**config.mk**
```make
export PLATFORM = sky130hd
export DESIGN_NAME = pc_sequencer_flat
export DESIGN_NICKNAME = d
export VERILOG_FILES = /design/src/rtl/pc_sequencer_if.sv /design/src/rtl/pc_sequencer.sv /design/src/flat_wrapper.sv
export SDC_FILE = /design/constraint.sdc
export NUM_CORES = 1
export LEC_CHECK = 0
export ABC_AREA = 1
export CORE_ASPECT_RATIO = 1.5
export CORE_MARGIN = 2
export CORE_UTILIZATION = 65
export DETAILED_ROUTE_END_ITERATION = 6
export MAX_ROUTING_LAYER = met4
export PLACE_DENSITY = 0.9
export SYNTH_ARGS = -nofsm -noshare
export SYNTH_HDL_FRONTEND = slang
export SYNTH_SLANG_ARGS = --single-unit
```
**constraint.sdc**
```tcl
create_clock -name clk -period 7.3 [get_ports clk]
set_input_delay 1.46 -clock clk [delete_from_list [all_inputs] [get_ports clk]]
set_output_delay 1.46 -clock clk [all_outputs]
set_load 0.02 [all_outputs]
```
**src/rtl/pc_sequencer_if.sv**
```systemverilog
// ---------------------------------------------------------------------------
// pc_sequencer_if
//   Bundles the fetch/control signals of the program-counter sequencer.
//   master : sequencer side (drives pc/advance/depth/fault)
//   slave  : environment side (instruction memory, register-file comparator,
//            pipeline stall source)
//   Signals:
//     stall      1 = hold PC this cycle
//     instr      19-bit word at mem[pc]
//     branch_eq  rs==rt compare for the current instruction
//     pc         registered fetch address
//     advance    registered pulse, PC updated on previous edge
//     depth      return-address stack occupancy
//     fault      latched stack fault (0 unless STACK_FAULT_EN build)
// ---------------------------------------------------------------------------
interface pc_sequencer_if #(
   parameter int unsigned STACK_DEPTH = 8
);
   localparam int unsigned DW = $clog2(STACK_DEPTH) + 1;

   logic          stall;
   logic [18:0]   instr;
   logic          branch_eq;
   logic [18:0]   pc;
   logic          advance;
   logic [DW-1:0] depth;
   logic          fault;

   modport master (
      input  stall, instr, branch_eq,
      output pc, advance, depth, fault
   );

   modport slave (
      output stall, instr, branch_eq,
      input  pc, advance, depth, fault
   );
endinterface

```
**src/rtl/pc_sequencer.sv**
```systemverilog
// ---------------------------------------------------------------------------
// pc_sequencer
//   Program-counter sequencer for the 19-bit CPU. Drives the instruction
//   memory address, decodes BEQ/BNE/JMP/CALL/RET and keeps a hardware
//   return-address stack for CALL/RET.
//   Ports:
//     clk   rising-edge clock
//     rst   synchronous, active-high reset
//     bus   pc_sequencer_if.master (stall, instr, branch_eq in;
//           pc, advance, depth, fault out)
//   Parameters:
//     RESET_PC     PC loaded on reset
//     STACK_DEPTH  return-address stack entries (>=2, power of two)
//   Build option:
//     STACK_FAULT_EN  when defined, stack overflow/underflow freezes the
//                     sequencer in FAULT until reset; otherwise overflow
//                     drops the push and underflow returns to RESET_PC.
// ---------------------------------------------------------------------------
module pc_sequencer #(
   parameter logic [18:0] RESET_PC    = 19'd0,
   parameter int unsigned STACK_DEPTH = 8
) (
   input  logic           clk,
   input  logic           rst,
   pc_sequencer_if.master bus
);

   localparam int unsigned AW = $clog2(STACK_DEPTH);
   localparam int unsigned DW = AW + 1;

   localparam logic [4:0] OP_BEQ  = 5'b00011;
   localparam logic [4:0] OP_BNE  = 5'b00100;
   localparam logic [4:0] OP_JMP  = 5'b00101;
   localparam logic [4:0] OP_CALL = 5'b00110;
   localparam logic [4:0] OP_RET  = 5'b00111;

   typedef enum logic [1:0] {
      RUN   = 2'd0,
      STALL = 2'd1,
      FAULT = 2'd2
   } state_t;

   state_t        state_q, state_d;
   logic [18:0]   pc_q, pc_d;
   logic [DW-1:0] depth_q, depth_d;
   logic          adv_q, adv_d;
   logic          push;
   logic [18:0]   slot_q [STACK_DEPTH];

   logic [4:0]    op;
   logic [18:0]   pc1;
   logic [18:0]   br_tgt;
   logic [18:0]   jmp_tgt;
   logic [AW-1:0] pop_idx;
   logic          full;
   logic          empty;

   assign op      = bus.instr[18:14];
   assign pc1     = pc_q + 19'd1;
   assign br_tgt  = pc1 + {{11{bus.instr[7]}}, bus.instr[7:0]};
   assign jmp_tgt = {5'b0, bus.instr[13:0]};
   assign pop_idx = depth_q[AW-1:0] - 1'b1;
   assign full    = (depth_q == DW'(STACK_DEPTH));
   assign empty   = (depth_q == '0);

   // State register
   always_ff @(posedge clk) begin
      if (rst) begin
         state_q <= RUN;
         pc_q    <= RESET_PC;
         depth_q <= '0;
         adv_q   <= 1'b0;
      end else begin
         state_q <= state_d;
         pc_q    <= pc_d;
         depth_q <= depth_d;
         adv_q   <= adv_d;
      end
   end

   // Stack storage carries no reset; contents are only read below depth_q.
   always_ff @(posedge clk) begin
      if (!rst && push) begin
         slot_q[depth_q[AW-1:0]] <= pc1;
      end
   end

   // Next-state / decode
   always_comb begin
      state_d = state_q;
      pc_d    = pc_q;
      depth_d = depth_q;
      adv_d   = 1'b0;
      push    = 1'b0;

      if (state_q != FAULT) begin
         if (bus.stall) begin
            state_d = STALL;
         end else begin
            state_d = RUN;
            adv_d   = 1'b1;
            pc_d    = pc1;
            case (op)
               OP_BEQ:  if (bus.branch_eq)  pc_d = br_tgt;
               OP_BNE:  if (!bus.branch_eq) pc_d = br_tgt;
               OP_JMP:  pc_d = jmp_tgt;
               OP_CALL: begin
                  if (full) begin
`ifdef STACK_FAULT_EN
                     state_d = FAULT;
                     adv_d   = 1'b0;
`else
                     pc_d    = jmp_tgt;
`endif
                  end else begin
                     pc_d    = jmp_tgt;
                     push    = 1'b1;
                     depth_d = depth_q + 1'b1;
                  end
               end
               OP_RET: begin
                  if (empty) begin
`ifdef STACK_FAULT_EN
                     state_d = FAULT;
                     adv_d   = 1'b0;
`else
                     pc_d    = RESET_PC;
`endif
                  end else begin
                     pc_d    = slot_q[pop_idx];
                     depth_d = depth_q - 1'b1;
                  end
               end
               default: pc_d = pc1;
            endcase
         end
      end
   end

   // Outputs
   always_comb begin
      bus.pc      = pc_q;
      bus.advance = adv_q;
      bus.depth   = depth_q;
`ifdef STACK_FAULT_EN
      bus.fault   = (state_q == FAULT);
`else
      bus.fault   = 1'b0;
`endif
   end

endmodule
```
**src/flat_wrapper.sv**
```systemverilog
// flat-port wrapper written by rule: the top's interface ports become plain ports
module pc_sequencer_flat 
#(
   parameter logic [18:0] RESET_PC    = 19'd0,
   parameter int unsigned STACK_DEPTH = 8
)
  (clk, rst, bus_stall, bus_instr, bus_branch_eq, bus_pc, bus_advance, bus_depth, bus_fault);
  pc_sequencer_if #(.STACK_DEPTH(STACK_DEPTH)) bus_i ();
  input  logic clk;
  input  logic rst;
  input wire logic [$bits(bus_i.stall)-1:0] bus_stall;
  input wire logic [$bits(bus_i.instr)-1:0] bus_instr;
  input wire logic [$bits(bus_i.branch_eq)-1:0] bus_branch_eq;
  output wire logic [$bits(bus_i.pc)-1:0] bus_pc;
  output wire logic [$bits(bus_i.advance)-1:0] bus_advance;
  output wire logic [$bits(bus_i.depth)-1:0] bus_depth;
  output wire logic [$bits(bus_i.fault)-1:0] bus_fault;
  assign bus_i.stall = bus_stall;
  assign bus_i.instr = bus_instr;
  assign bus_i.branch_eq = bus_branch_eq;
  assign bus_pc = bus_i.pc;
  assign bus_advance = bus_i.advance;
  assign bus_depth = bus_i.depth;
  assign bus_fault = bus_i.fault;
  pc_sequencer #(.RESET_PC(RESET_PC), .STACK_DEPTH(STACK_DEPTH)) u_core (.clk(clk), .rst(rst), .bus(bus_i));
endmodule
```
==> reports/metrics.csv, run 1 <==
stage;metric;value;unit
sta;Slew Limit Fails;0;
critical_path;crit-path cells;buf_4 > inv_4 > ha_1 > buf_4 > inv_1 > o21ai_0 > o221ai_1 > o211ai_1 > nand3b_1 > nand2_1 > inv_1;
floorplan;# rows;53;
global_route;global-route wire length before repair;37.4;mm
route;via count;7459;
sta;FMAX;248;MHz
global_route;Tot GR Track Use;0.346;
place;port bufs;46;
critical_path;CP delay by family, top;buffers and inverters;
clock_tree;H-tree Lvls;4;
run_status;status;finished clean;
finish;commonest cells after routing, fill and taps aside;nand2_1, edfxtp_1, nor2_1;
power;overall power;2.29;mW
route;DRC viols;0;
clock_tree;Clock Latency Late Sink;0.44;ns
logic_synthesis;number of synthesized flops with an enable pin;152;
logic_synthesis;syn nets;1009;
critical_path;r2r startpoint;u_core.bus.depth[0];
sta;fin crit share;0.552;
route;Vias/cell;6.34;
power;clock share of power;0.401;
sta;final worst slack;3.27;ns
logic_synthesis;Synth area leader;edfxtp_1;
floorplan;Initial Util;0.657;
logic_synthesis;Warnings, synthesis;0;
finish;area grow syn2layout;12.8;%
logic_synthesis;Syn Std Cell Area;0.00911;mm^2
sta;Tightest Pin Transition;1.01;ns
floorplan;die height;149;um
critical_path;Worst Setup SP;u_core.bus.depth[0];
clock_tree;clk slew on worst S/H paths;0.07;ns
clock_tree;Num CTS Buffers;17;
finish;Final nets;1046;
min_path;Hold Crit Class;reg -> reg;
finish;commonest non-fill, non-tap cell in the layout;nand2_1;
critical_path;critical path startpoint category;flip-flop;
clock_tree;post-CTS setup buffers;0;
global_route;largest net degree at the start of global routing;83;
power;combinational power share;0.110;
floorplan;die width;101;um
sta;Hold Fails Final Rpt;0;
logic_synthesis;post-synthesis cell count;962;
sta;unrepaired setup endpoints after global routing;false;
min_path;Hold Crit Depth;1;
critical_path;Critical path buffers and inverters;5;
finish;share of post-route cells with drive strength above 1;0.0850;
critical_path;Reg2Reg Depth;11;
finish;fillcell total;900;
place;routability cong.;1.03;
floorplan;core area;0.0139;mm^2
critical_path;CP Depth;11;
route;Routed WL;24.3;mm
finish;Sequential Area;0.00505;mm^2
logic_synthesis;ys flop type;edfxtp_1;
min_path;min-delay src;u_core.bus.depth[3];
route;DRT Pass-1 Iters;5;
critical_path;slowest stage delay, CP;0.70;ns
flow_run;Max Cap Viol;0;
global_route;vias in the first global route;7101;
place;DP HPWL;16.6;mm
critical_path;CP Data Required Time;7.69;ns
power;Switch Pwr;0.588;mW
sta;relative slew slack;0.326;
sta;Setup Viol. Count Final;0;
clock_tree;CTS max path bufs;2;
floorplan;Die ar.;0.0150;mm^2
logic_synthesis;main area contributors after synthesis;edfxtp_1, nand2_1, nor2_1, o21ai_0, dfxtp_1;
power;Int Pwr;1.71;mW
logic_synthesis;Distinct cells, synth;45;
critical_path;Critical Path AT;4.42;ns
power;maximum VDD drop;0.000211;V
clock_tree;CTS tree;yes;
critical_path;R2R Setup Slk;3.27;ns
critical_path;worst-path maximum fanout;82;
logic_synthesis;share of flip-flops with an asynchronous set or reset;0;
clock_tree;post-CTS sizing;0;
critical_path;Setup crit end;u_core.bus.pc[15];
logic_synthesis;post-synth top area share;0.501;
power;Reg power frac;0.488;
logic_synthesis;part of the Yosys area used for sequential elements;0.554;
clock_tree;CTS hold repair buffers;0;
route;number of routed nets with antenna violations;0;
clock_tree;Root Driver;clkbuf_16;
critical_path;Setup crit end kind;flip-flop;
global_route;Overflow after GRT;0;
floorplan;I/O pin count;48;
power;Switching Share;0.257;
critical_path;slowest stage cell, crit path;inv_1;
sta;setup_tns;0;ns
finish;Antenna Cells;0;
power;Leak;3.93;nW
finish;multi-input logic area;0.00355;mm^2
sta;min cycle time layout;4.03;ns
logic_synthesis;#FFs+latches synth;176;
route;DR iter-0 viols;870;
logic_synthesis;Mean Syn Cell Area;9.47;um^2
sta;Fin Clk Skew;0.00889;ns
power;PD cells;223;mW/mm^2
global_route;antenna violations before repair;0;
place;DP Worst Slack;3.18;ns
route;post-DR wirelength/cell;20.6;um
critical_path;Crit Path Class;reg -> reg;
clock_tree;Clock Sinks;176;
critical_path;FF-to-FF End;u_core.bus.pc[15];
-- registers in the layout (all words and copies together), names as in the netlist --
name	count
u_core.slot_q	152
u_core.bus.pc	19
u_core.bus.depth	4
u_core.bus.advance	1
-- how the worst min path moves through the flow --
stage	to
floorplan	u_core.bus.depth[3]
global placement	u_core.bus.depth[3]
detailed placement	u_core.bus.depth[3]
CTS	u_core.bus.depth[3]
global route	u_core.bus.depth[3]
finish	u_core.bus.depth[3]
-- per-stage QoR --
stage | area [um^2] | util | instances | hold WS [ns]
final | 10300 | 0.741 | 1177 | 0.525
after global routing | 10300 | 0.741 | 1177 | 0.547
after CTS | 10300 | 0.741 | 1177 | 0.519
after detailed placement | 9670 | 0.698 | 1145 | 0.503
after global placement | 9670 | 0.698 | 1145 | 0.494
after floorplan | 9110 | - | 962 | 0.550
-- synth_stat cells (10+ instances only) --
master and instances:
a21oi_1 45, buf_2 13, clkbuf_1 13, dfxtp_1 24
edfxtp_1 152, ha_1 22, inv_1 80, nand2_1 155
nand3_1 59, nand3b_1 10, nor2_1 136, nor3_1 17
o211ai_1 19, o21ai_0 101, o221ai_1 20, xor2_1 12
-- power by group through the flow --
stage          logic [mW]  registers, mW  clock network [mW]
2_1_floorplan       0.158           1.15                   0
3_3_place_gp        0.240           1.14                   0
3_5_place_dp        0.246           1.14                   0
4_1_cts             0.248           1.12               0.922
5_1_grt             0.275           1.12               0.964
6_report            0.253           1.12               0.920
-- logic make-up (layout without fill, tap and decap cells) --
family / count (synthesis) / count (layout) / share of synthesized area
compound gates: 209 / 209 / 0.135
xor+xnor: 17 / 17 / 0.0180
fa+ha+maj: 24 / 24 / 0.0346
buf+inv: 126 / 176 / 0.0609
flops: 176 / 176 / 0.554
other cells: 1 / 1 / 0.000412
simple gates: 409 / 409 / 0.197
-- area by class of cell --
cell class | instances | area share
clock inverter | 15 | 0.0167
tap | 165 | 0.0201
sequential | 176 | 0.491
clock buffer | 17 | 0.0414
timing repair buffer | 57 | 0.0529
multi-input combinational | 660 | 0.345
inverter | 87 | 0.0320
-- layer usage --
metal  wire (um)  part of all wire  vias up  global-route usage
li1            -                 -     3432                   -
met1        8600              0.35     3489               0.403
met2       12200              0.50      436               0.560
met3        1950             0.080      102              0.0600
met4        1500             0.062        0               0.204
met5           0                 0        -                   -
Power figures use the tool's default switching activity.
==> inputs of run 2 (changes only) <==
--- a/config.mk
+++ b/config.mk
@@ -8,10 +8,10 @@
 export ABC_AREA = 1
 export CORE_ASPECT_RATIO = 1.5
 export CORE_MARGIN = 2
-export CORE_UTILIZATION = 65
+export CORE_UTILIZATION = 60
 export DETAILED_ROUTE_END_ITERATION = 6
 export MAX_ROUTING_LAYER = met4
-export PLACE_DENSITY = 0.9
+export PLACE_DENSITY = 0.85
 export SYNTH_ARGS = -nofsm -noshare
 export SYNTH_HDL_FRONTEND = slang
 export SYNTH_SLANG_ARGS = --single-unit
==> constraint.sdc (replaced) <==
create_clock -name clk -period 4 [get_ports clk]
set_input_delay 0.8 -clock clk [delete_from_list [all_inputs] [get_ports clk]]
set_output_delay 0.8 -clock clk [all_outputs]
set_load 0.02 [all_outputs]
==> run 2 against run 1 <==
  * Clock-buffer cell count is the same
  * Maximum frequency up 6.4%
  * Worst setup slack got worse by 3.1 ns
  * Hold slack got worse by 0.018 ns
  * Cell count increased by 3.7%
  * Critical path depth grew 5
  * Clock power is 78% higher
  * Global-route usage down 1.2 points
  * Sequential power is 82% higher
  * Combinational power grew 86%
  * Clock skew increased by 0.0071 ns
  * Flip-flop and latch count is the same
  * Largest cell class unchanged
  * Largest power group unchanged
==> reports/metrics.csv, run 2 (same netlist as run 1, synthesis figures left out) <==
stage;metric;value;unit;change
finish;fillcell total;1143;;was 900
sta;setup_tns;0;ns;unchanged
run_status;status;finished clean;;unchanged
critical_path;Critical Path AT;4.13;ns;was 4.42 ns
sta;relative slew slack;0.372;;was 0.326
global_route;antenna violations before repair;0;;unchanged
clock_tree;CTS max path bufs;2;;unchanged
floorplan;die width;105;um;was 101 um
flow_run;Max Cap Viol;0;;unchanged
finish;share of post-route cells with drive strength above 1;0.0939;;was 0.0850
route;DRC viols;0;;unchanged
place;DP HPWL;17.2;mm;was 16.6 mm
floorplan;# rows;55;;was 53
floorplan;Die ar.;0.0162;mm^2;was 0.0150 mm^2
clock_tree;Clock Sinks;176;;unchanged
power;PD cells;399;mW/mm^2;was 223 mW/mm^2
power;overall power;4.16;mW;was 2.29 mW
sta;FMAX;264;MHz;was 248 MHz
route;DR iter-0 viols;782;;was 870
min_path;Hold Crit Class;reg -> reg;;unchanged
floorplan;core area;0.0150;mm^2;was 0.0139 mm^2
clock_tree;CTS hold repair buffers;0;;unchanged
critical_path;Worst Setup SP;u_core.bus.pc[7];;was u_core.bus.depth[0]
floorplan;Initial Util;0.607;;was 0.657
critical_path;critical path startpoint category;flip-flop;;unchanged
finish;area grow syn2layout;14.4;%;was 12.8%
route;Vias/cell;6.04;;was 6.34
clock_tree;Clock Latency Late Sink;0.43;ns;was 0.44 ns
finish;Final nets;1056;;was 1046
finish;commonest non-fill, non-tap cell in the layout;nand2_1;;unchanged
finish;max reg flops;152;;unchanged
global_route;Tot GR Track Use;0.334;;was 0.346
clock_tree;H-tree Lvls;4;;unchanged
clock_tree;Root Driver;clkbuf_16;;unchanged
sta;Hold Fails Final Rpt;0;;unchanged
clock_tree;clk slew on worst S/H paths;0.07;ns;about the same
critical_path;FF-to-FF End;u_core.bus.pc[10];;was u_core.bus.pc[15]
place;placed cell area;0.00983;mm^2;was 0.00967 mm^2
place;port bufs;46;;unchanged
global_route;largest net degree at the start of global routing;82;;was 83
critical_path;R2R Setup Slk;0.21;ns;was 3.27 ns
clock_tree;post-CTS sizing;0;;unchanged
power;maximum VDD drop;0.000338;V;was 0.000211 V
sta;Min Hold Slack;0.507;ns;was 0.525 ns
route;Routed WL;25.3;mm;was 24.3 mm
route;post-DR wirelength/cell;20.7;um;was 20.6 um
sta;fin crit share;0.948;;was 0.552
floorplan;die height;155;um;was 149 um
sta;Slew Limit Fails;0;;unchanged
global_route;Overflow after GRT;0;;unchanged
critical_path;r2r startpoint;u_core.bus.pc[7];;was u_core.bus.depth[0]
clock_tree;CTS tree;yes;;unchanged
critical_path;CP Data Required Time;4.34;ns;was 7.69 ns
clock_tree;post-CTS setup buffers;0;;unchanged
floorplan;I/O pin count;48;;unchanged
sta;Fin Clk Skew;0.0160;ns;was 0.00889 ns
critical_path;Setup crit end kind;flip-flop;;unchanged
clock_tree;Num CTS Buffers;17;;unchanged
critical_path;worst-path maximum fanout;9;;was 82
critical_path;Reg2Reg Depth;16;;was 11
route;via count;7375;;was 7459
sta;Setup Viol. Count Final;0;;unchanged
finish;design area;0.0104;mm^2;was 0.0103 mm^2
route;number of routed nets with antenna violations;0;;unchanged
critical_path;Crit Path Class;reg -> reg;;unchanged
critical_path;Setup crit end;u_core.bus.pc[10];;was u_core.bus.pc[15]
sta;min cycle time layout;3.79;ns;was 4.03 ns
place;routability cong.;1.00;;was 1.03
global_route;global-route wire length before repair;39.2;mm;was 37.4 mm
finish;Antenna Cells;0;;unchanged
sta;Tightest Pin Transition;0.941;ns;was 1.01 ns
finish;Core Util, Final;0.694;;was 0.741
route;DRT Pass-1 Iters;7;;was 5
finish;commonest cells after routing, fill and taps aside;nand2_1, edfxtp_1, nor2_1;;unchanged
sta;unrepaired setup endpoints after global routing;false;;unchanged
global_route;vias in the first global route;7259;;was 7101
power;Leak;3.99;nW;was 3.93 nW
-- run 2: changes by cell type in the layout (fill, tap and decap cells not counted), sizes merged --
| cell | previous run | this run |
|---|---|---|
| buf | 11 | 21 |
| clkinv | 4 | 5 |
| bufinv | 2 | 0 |
| inv | 94 | 95 |
-- run 2: power breakdown --
part / internal (mW) / switching, mW / leakage [nW]
logic: 0.164 / 0.307 / 2.10
clock network: 0.842 / 0.803 / 0.284
registers: 2.02 / 0.0246 / 1.60
-- run 2: worst min-delay path by stage --
stage                                    from                   to  slack [ns]  cells past startpoint
after floorplan           u_core.bus.depth[3]  u_core.bus.depth[3]        0.55                      1
after global placement    u_core.bus.depth[3]  u_core.bus.depth[3]        0.48                      1
after detailed placement  u_core.bus.depth[3]  u_core.bus.depth[3]        0.49                      1
after CTS                 u_core.bus.depth[3]  u_core.bus.depth[3]        0.51                      1
after global routing      u_core.bus.depth[3]  u_core.bus.depth[3]        0.54                      1
final                     u_core.bus.depth[3]  u_core.bus.depth[3]        0.51                      1
-- run 2: layout make-up --
type	count	area [um^2]	share of cell area
inverters	87	329	0.0316
well taps	199	249	0.0239
multi-input cells	660	3550	0.340
clock buffers	17	425	0.0408
flip-flops and latches	176	5050	0.484
clock inverters	15	166	0.0160
repair buffers	67	656	0.0629
-- run 2: worst max-delay path, stage by stage (launching register included) --
cell     delay [ns]
dfxtp_1        0.42
inv_1          0.14
nor3_1         0.37
nand2_1        0.22
o21ai_0        0.19
nand2_1        0.09
inv_1          0.28
ha_1           0.37
nand2_1        0.20
inv_1          0.07
a21oi_1        0.42
nand3_1        0.33
or2_2          0.36
nand3_1        0.07
nand4_1        0.10
nand2_1        0.07
inv_1          0.03
-- run 2: stage by stage --
stage / setup WS (ns) / std cells
floorplan: 0.546 / 962
global placement: 0.312 / 1189
detailed placement: 0.285 / 1189
CTS: 0.257 / 1221
global route: 0.109 / 1221
finish: 0.208 / 1221
-- run 2: metal layers --
metal,up-vias,part of all wire,GRT usage
li1,3461,-,-
met1,3468,0.36,0.376
met2,380,0.52,0.580
met3,66,0.079,0.0536
met4,0,0.045,0.166
met5,-,0,-
==> inputs of run 3 (changes only) <==
--- a/config.mk
+++ b/config.mk
@@ -11,7 +11,7 @@
 export CORE_UTILIZATION = 60
 export DETAILED_ROUTE_END_ITERATION = 6
 export MAX_ROUTING_LAYER = met4
-export PLACE_DENSITY = 0.85
+export PLACE_DENSITY_LB_ADDON = 0.2
 export SYNTH_ARGS = -nofsm -noshare
 export SYNTH_HDL_FRONTEND = slang
 export SYNTH_SLANG_ARGS = --single-unit
==> run 3 against run 2 <==
  * Combinational power about the same
  * First-iteration DRC count down 23%
  * Sequential power about the same
  * Largest cell class unchanged
  * Global-route usage fell by 0.85 points
  * Critical endpoint is now u_core.bus.pc[18]
  * Flip-flop and latch count did not move
==> reports/metrics.csv, run 3 (same netlist as run 1, synthesis figures left out) <==
stage;metric;value;unit;change
power;PD cells;399;mW/mm^2;about the same
global_route;antenna violations before repair;0;;unchanged
sta;Min Hold Slack;0.497;ns;was 0.507 ns
clock_tree;CTS hold repair buffers;0;;unchanged
place;DP HPWL;16.8;mm;was 17.2 mm
route;via count;7336;;was 7375
global_route;Tot GR Track Use;0.326;;was 0.334
sta;Slew Limit Fails;0;;unchanged
route;DRC viols;0;;unchanged
critical_path;worst-path maximum fanout;9;;unchanged
route;Routed WL;24.8;mm;was 25.3 mm
sta;setup_tns;0;ns;unchanged
floorplan;Die ar.;0.0162;mm^2;unchanged
floorplan;core area;0.0150;mm^2;unchanged
finish;Non-Filler Instances;1221;;unchanged
critical_path;CP delay by family, top;simple AND/OR/NAND/NOR gates;;unchanged
finish;design area;0.0104;mm^2;about the same
place;routability cong.;1.08;;was 1.00
clock_tree;Num CTS Buffers;17;;unchanged
sta;Tightest Pin Transition;0.914;ns;was 0.941 ns
clock_tree;clk slew on worst S/H paths;0.07;ns;about the same
finish;max reg flops;152;;unchanged
power;Leak;3.98;nW;was 3.99 nW
sta;unrepaired setup endpoints after global routing;false;;unchanged
critical_path;Top cell by count, worst path;nand2_1;;
run_status;status;finished clean;;unchanged
sta;Hold Fails Final Rpt;0;;unchanged
critical_path;Critical Path AT;3.85;ns;was 4.13 ns
finish;commonest cells after routing, fill and taps aside;nand2_1, edfxtp_1, nor2_1;;unchanged
critical_path;Setup crit end kind;flip-flop;;unchanged
sta;FMAX;283;MHz;was 264 MHz
floorplan;Initial Util;0.607;;unchanged
critical_path;Crit Path Class;reg -> reg;;unchanged
route;DR iter-0 viols;605;;was 782
min_path;Hold Crit Class;reg -> reg;;unchanged
sta;Fin Clk Skew;0.0129;ns;was 0.0160 ns
finish;fillcell total;1204;;was 1143
floorplan;die width;105;um;unchanged
floorplan;I/O pin count;48;;unchanged
floorplan;# rows;55;;unchanged
place;Inst Count DP;1189;;unchanged
finish;Final nets;1056;;unchanged
route;number of routed nets with antenna violations;0;;unchanged
critical_path;crit-path cells;nand2_1 > nor3_1 > nand2_1 > o21ai_0 > nand2_1 > inv_1 > ha_1 > nand2_1 > inv_1 > a21oi_1 > nand3_1 > a21oi_1 > nand2_1 > nand3_1 > nand2_1 > nand2_1 > nand2_1;;was inv_1 > nor3_1 > nand2_1 > o21ai_0 > nand2_1 > inv_1 > ha_1 > nand2_1 > inv_1 > a21oi_1 > nand3_1 > or2_2 > nand3_1 > nand4_1 > nand2_1 > inv_1
route;DRT Pass-1 Iters;5;;was 7
clock_tree;post-CTS sizing;0;;unchanged
critical_path;slowest stage delay, CP;0.51;ns;was 0.42 ns
sta;min cycle time layout;3.54;ns;was 3.79 ns
sta;fin crit share;0.884;;was 0.948
global_route;Overflow after GRT;0;;unchanged
sta;Setup Viol. Count Final;0;;unchanged
finish;multi-input logic area;0.00355;mm^2;unchanged
place;DP Worst Slack;0.584;ns;was 0.285 ns
critical_path;CP Data Required Time;4.31;ns;was 4.34 ns
floorplan;die height;155;um;unchanged
critical_path;critical path startpoint category;flip-flop;;unchanged
place;placed cell area;0.00980;mm^2;was 0.00983 mm^2
finish;area grow syn2layout;14.1;%;was 14.4%
critical_path;slowest stage cell, crit path;dfxtp_1;;unchanged
clock_tree;post-CTS setup buffers;0;;unchanged
finish;commonest non-fill, non-tap cell in the layout;nand2_1;;unchanged
clock_tree;Clock Latency Late Sink;0.43;ns;about the same
clock_tree;H-tree Lvls;4;;unchanged
clock_tree;Root Driver;clkbuf_16;;unchanged
power;maximum VDD drop;0.000301;V;was 0.000338 V
global_route;global-route wire length before repair;38.3;mm;was 39.2 mm
sta;relative slew slack;0.390;;was 0.372
finish;Antenna Cells;0;;unchanged
global_route;vias in the first global route;7225;;was 7259
place;port bufs;46;;unchanged
route;post-DR wirelength/cell;20.3;um;was 20.7 um
finish;Sequential Area;0.00505;mm^2;unchanged
route;Vias/cell;6.01;;was 6.04
global_route;largest net degree at the start of global routing;82;;unchanged
finish;Core Util, Final;0.693;;was 0.694
clock_tree;Clock Sinks;176;;unchanged
critical_path;Critical path buffers and inverters;2;;was 4
clock_tree;CTS tree;yes;;unchanged
clock_tree;CTS max path bufs;2;;unchanged
finish;share of post-route cells with drive strength above 1;0.0939;;unchanged
sta;final worst slack;0.463;ns;was 0.208 ns
power;overall power;4.14;mW;was 4.16 mW
flow_run;Max Cap Viol;0;;unchanged
[run 3: cell types whose count changed in the layout (fill, tap and decap cells not counted), sizes merged]
cell | before | now
clkinvlp | 2 | 1
clkinv | 5 | 7
inv | 95 | 94
[run 3: per-layer routing]
metal,track usage,part of all wire,vias up
li1,-,-,3453
met1,0.374,0.38,3496
met2,0.552,0.51,316
met3,0.0465,0.062,71
met4,0.178,0.050,0
met5,-,0,-
[run 3: cell type report]
class / instances / area share
clock inverters: 15 / 0.0159
repair buffers: 67 / 0.0607
well taps: 199 / 0.0240
clock buffers: 17 / 0.0409
multi-input cells: 660 / 0.341
flip-flops and latches: 176 / 0.486
inverters: 87 / 0.0317
[run 3: path summary, 6_finish.rpt]
| check | slack [ns] | to | depth (start not counted) | from |
|---|---|---|---|---|
| max | 0.46 | u_core.bus.pc[18] | 17 | u_core.bus.pc[6] |
| min reg2reg | 0.50 | u_core.bus.depth[3] | 1 | u_core.bus.depth[3] |
| min | 0.50 | u_core.bus.depth[3] | 1 | u_core.bus.depth[3] |
| max reg2reg | 0.46 | u_core.bus.pc[18] | 17 | u_core.bus.pc[6] |
[run 3: where the power goes]
group / switching [mW] / leakage, nW / internal [mW]
Combinational: 0.310 / 2.10 / 0.163
Clock: 0.791 / 0.286 / 0.840
Sequential: 0.0224 / 1.60 / 2.02
